### config.mk
export PLATFORM = sky130hd
export DESIGN_NAME = instr_mem_prog
export DESIGN_NICKNAME = d
export VERILOG_FILES = /design/src/rtl/instr_mem_prog.sv
export SDC_FILE = /design/constraint.sdc
export NUM_CORES = 2
export LEC_CHECK = 0
export BUFFER_PORTS_ARGS = -buffer_cell sky130_fd_sc_hd__buf_2
export CAP_MARGIN = 20
export CORE_MARGIN = 1.5
export CORE_UTILIZATION = 37
export CTS_CLUSTER_DIAMETER = 60
export DETAILED_ROUTE_END_ITERATION = 8
export PLACE_DENSITY_LB_ADDON = 0.12
export SYNTH_ARGS = -nofsm -noshare
export SYNTH_HDL_FRONTEND = slang
export SYNTH_SLANG_ARGS = --single-unit
### constraint.sdc
create_clock -name clk -period 13.46 [get_ports clk]
set_clock_uncertainty 0.15 [all_clocks]
set_input_delay 2.019 -clock clk [delete_from_list [all_inputs] [get_ports clk]]
set_output_delay 2.019 -clock clk [all_outputs]
set_load 0.1 [all_outputs]
### src/rtl/instr_mem_prog.sv
// instr_mem_prog: programmable instruction memory for the miniMips fetch stage.
// After reset it self-clears to NO_OP, then serves registered fetches.
// A handshaked port can reload words sequentially from address 0.
module instr_mem_prog #(
  parameter int          DATA_W = 9,
  parameter int          ADDR_W = 8,
  parameter logic [DATA_W-1:0] NO_OP = 9'b101100100
) (
  input  logic              clk,
  input  logic              reset,
  input  logic [ADDR_W-1:0] pc,
  input  logic              fetch_en,
  output logic [DATA_W-1:0] instr,
  output logic              instr_valid,
  input  logic              load_start,
  input  logic              load_valid,
  input  logic [DATA_W-1:0] load_data,
  input  logic              load_last,
  output logic              load_ready,
  output logic              load_done,
  output logic              busy
);

  localparam int DEPTH = 2**ADDR_W;
  localparam logic [ADDR_W-1:0] LAST_ADDR = {ADDR_W{1'b1}};

  typedef enum logic [1:0] {S_CLEAR, S_RUN, S_LOAD} state_t;

  state_t            state, state_nxt;
  logic [ADDR_W-1:0] cnt;
  logic [ADDR_W-1:0] laddr;
  logic [DATA_W-1:0] mem [DEPTH];

  logic              mem_we;
  logic [ADDR_W-1:0] mem_waddr;
  logic [DATA_W-1:0] mem_wdata;
  logic              done_nxt;
  logic              load_acc;

  assign busy       = (state != S_RUN);
  assign load_ready = (state == S_LOAD);
  assign load_acc   = load_valid && load_ready;

  // State register; reset always restarts the clear sweep
  always_ff @(posedge clk) begin
    if (reset) state <= S_CLEAR;
    else       state <= state_nxt;
  end

  // Next state and write-port steering (clear sweep or load word)
  always_comb begin
    state_nxt = state;
    mem_we    = 1'b0;
    mem_waddr = cnt;
    mem_wdata = NO_OP;
    done_nxt  = 1'b0;
    case (state)
      S_CLEAR: begin
        mem_we = 1'b1;
        if (cnt == LAST_ADDR) state_nxt = S_RUN;
      end
      S_RUN: begin
        if (load_start) state_nxt = S_LOAD;
      end
      S_LOAD: begin
        if (load_acc) begin
          mem_we    = 1'b1;
          mem_waddr = laddr;
          mem_wdata = load_data;
          if (load_last || laddr == LAST_ADDR) begin
            state_nxt = S_RUN;
            done_nxt  = 1'b1;
          end
        end
      end
      default: state_nxt = S_CLEAR;
    endcase
  end

  // Clear/load address counters; both are only ever used up to LAST_ADDR
  always_ff @(posedge clk) begin
    if (reset) begin
      cnt   <= '0;
      laddr <= '0;
    end else begin
      if (state == S_CLEAR) cnt <= cnt + 1'b1;
      if (state == S_RUN && load_start) laddr <= '0;
      else if (load_acc)                laddr <= laddr + 1'b1;
    end
  end

  // Storage write port; held off while reset is asserted
  always_ff @(posedge clk) begin
    if (mem_we && !reset) mem[mem_waddr] <= mem_wdata;
  end

  // Registered fetch with stall; load_done is a one-cycle pulse
  always_ff @(posedge clk) begin
    if (reset) begin
      instr       <= NO_OP;
      instr_valid <= 1'b0;
      load_done   <= 1'b0;
    end else begin
      load_done <= done_nxt;
      if (state == S_RUN && fetch_en) begin
        instr       <= mem[pc];
        instr_valid <= 1'b1;
      end else begin
        instr_valid <= 1'b0;
      end
    end
  end

endmodule
==> results.json <==
{
  "run_status": "complete, no violations",
  "swShare_pct": 20.87,
  "instances_no_fill": 8035,
  "rsz0062_at_grt": "no",
  "grtUsageTotal_pct": 22.57,
  "clkSlewWorstSetupHoldPaths_ns": 0.07,
  "cts_resized": 0,
  "ir_drop_v": 0.0001068,
  "worstSetupStartpointType": "input port",
  "avgRoutedWirePerCell_um": 35.23,
  "hold_buffers": 0,
  "routed-via-count": 46611,
  "cap_violations": 0,
  "clock_path_buffers": 4,
  "worst_pin_slew_ns": 1.213,
  "ios": 36,
  "core_um2": 243700,
  "tns_ns": 0,
  "portBuffers": 35,
  "area_delta_synth_final_pct": 14.23,
  "sequentialPowerShare_pct": 51.0,
  "ant_nets": 0,
  "start_util_pct": 37.27,
  "netlist_instances": 4400,
  "die_w_um": 498.4,
  "seq_area_frac_synth_pct": 76.82,
  "period_share_pct": 45.72,
  "first_iter_violations": 5613,
  "hpwl_um": 175100,
  "synth_area_um2": 90810,
  "arrival_ns": 6.86,
  "critPathMaxFanout": 57,
  "hold_violations": 0,
  "yosysWarnings": 0,
  "cts_setup_buffers": 0,
  "powerDensity_nw_per_um2": 148.6,
  "nets": 4667,
  "cts_made_buffers": 275,
  "required_ns": 14.17,
  "ctsRootBufferMaster": "clkbuf_16",
  "synth_seq_cells": 2333,
  "period_minus_slack_ns": 6.153,
  "synth_top_area_cell": "edfxtp_1",
  "synthTopCellsByArea": "edfxtp_1, mux4_2, mux2i_1, nor2_1, nand2_1",
  "wl_um": 283100,
  "worstSkewPairLatency_ns": 0.90,
  "antenna_found_initial": 23,
  "h-tree-depth": 5,
  "p_comb_share_pct": 2.9,
  "drive_above_1_share_pct": 23.74,
  "gp_congestion": 0.8343,
  "grt_pass1_vias": 46259,
  "synth.most_common_cell": "edfxtp_1",
  "slew_violations": 0,
  "relSlewSlack_pct": 18.83,
  "netlist.area_leader.share_pct": 76.18,
  "dieArea_um2": 248400,
  "grt_pass1_wl_um": 389700,
  "clock-sinks": 2333,
  "crit_type": "in2reg",
  "clockPowerShare_pct": 46.1,
  "fmax_mhz": 162.5,
  "grt_max_degree": 205,
  "power.internal_mw": 12.20,
  "synth_cell_types": 67,
  "hp-class": "reg2reg",
  "power.switching_mw": 3.218,
  "rows": 181,
  "synthArstFlopShare_pct": 0,
  "routed_via_density": 5.801,
  "setup_viol": 0,
  "placedCellCount": 7548,
  "overflow": 0,
  "synthTopCellsByCount": "edfxtp_1, mux4_2, nor2_1",
  "drc": 0,
  "end_kind": "flop",
  "p_leak_nw": 38.00,
  "dr.pass1.iters": 6,
  "syn_avg_cell_area_um2": 20.64,
  "cts_tree": "yes",
  "fill_cells": 21242,
  "synth-edff-count": 2304,
  "ys.flop_type": "edfxtp_1",
  "synth_nets": 4425,
  "fp.dieH_um": 498.4
}
## worst paths after layout
check            from           to  slack, ns  depth (start not counted)
max             pc[2]     instr[7]       7.31                         11
min          laddr[1]     laddr[1]       0.40                          2
max reg2reg  state[1]  mem[209][1]       8.40                          7
min reg2reg  laddr[1]     laddr[1]       0.40                          2
## sequential cells by signal, summed over array words and instances, names as in the netlist
name,flops
mem,2304
instr,9
cnt,8
laddr,8
state,2
instr_valid,1
load_done,1
## critical path, stage by stage
cell	delay [ns]
buf_8	0.48
buf_4	0.53
buf_4	0.51
nand2_2	0.28
buf_4	0.38
o221ai_1	0.39
a2111oi_2	0.19
a31oi_1	0.56
nand4_1	0.16
nor3_1	0.93
a211o_1	0.17
## area by class of cell
class                           count  area [um^2]  area share [%]
Antenna cell                        6        15.01         0.01447
Tap cell                         3202         4006           3.862
Sequential cell                  2333        69770           67.25
Clock buffer                      351         7326           7.062
Timing Repair Buffer              219         1832           1.766
Clock inverter                    111         1091           1.052
Multi-Input combinational cell   1803        19660           18.95
Inverter                           10        41.29         0.03980
## per-stage QoR
step	hold slack [ns]	worst slack [ns]	util, %	power, mW	cell area (um^2)
floorplan	0.3275	6.465	-	8.267	90810
global placement	0.3733	6.404	38.91	8.462	94820
detailed placement	0.3911	6.429	39.04	8.465	95120
CTS	0.3989	7.397	42.49	15.53	103500
global route	0.4298	7.239	42.57	15.80	103700
finish	0.3984	7.307	42.57	15.42	103700
## per-layer routing
layer	vias up	GRT usage, %	wire, um	part of all wire [%]
li1	18805	-	-	-
met1	25436	32.01	121200	43
met2	1944	35.78	134300	47
met3	418	3.798	19180	6.8
met4	8	6.670	8355	3.0
met5	-	0	52	0.018
## cell families after synthesis
| group | Yosys count | share of synthesized area, % |
|---|---|---|
| AO/OA/AOI/OAI | 392 | 3.002 |
| flip-flops | 2333 | 76.82 |
| XOR/XNOR | 13 | 0.1254 |
| buffers and inverters | 264 | 1.655 |
| adder cells (fa/ha/maj) | 2 | 0.02755 |
| AND/OR/NAND/NOR | 696 | 3.404 |
| multiplexers | 700 | 14.96 |
## cell usage in the layout (no fill, tap or decap), types with 8 or more instances in the layout
cell type and instances:
a2111oi_0 12, a211o_1 8, a211oi_1 16, a21oi_1 55, a22oi_1 73, a31oi_1 21
and2_1 12, and3_1 11, buf_12 9, buf_2 29, buf_4 154, buf_6 21
bufinv_16 20, clkbuf_1 68, clkbuf_16 282, clkinv_1 42, clkinv_2 32, clkinvlp_4 8
dfxtp_1 29, edfxtp_1 2304, mux2_2 10, mux2i_1 165, mux4_2 525, nand2_1 159
nand3_1 58, nand3b_1 21, nand4_1 20, nor2_1 309, nor2_2 8, nor2b_1 21
nor3_1 24, o21ai_0 37, o221ai_1 39, o22ai_1 81, or3_1 12, xor2_1 10
## power by group through the flow
stage / logic [mW] / registers (mW) / clock network [mW]
global placement: 0.445 / 8.02 / 0
detailed placement: 0.447 / 8.02 / 0
global route: 0.455 / 7.86 / 7.48
CTS: 0.448 / 7.86 / 7.22
floorplan: 0.250 / 8.02 / 0
finish: 0.445 / 7.86 / 7.11
No activity file was read; power rests on OpenSTA's default activity.
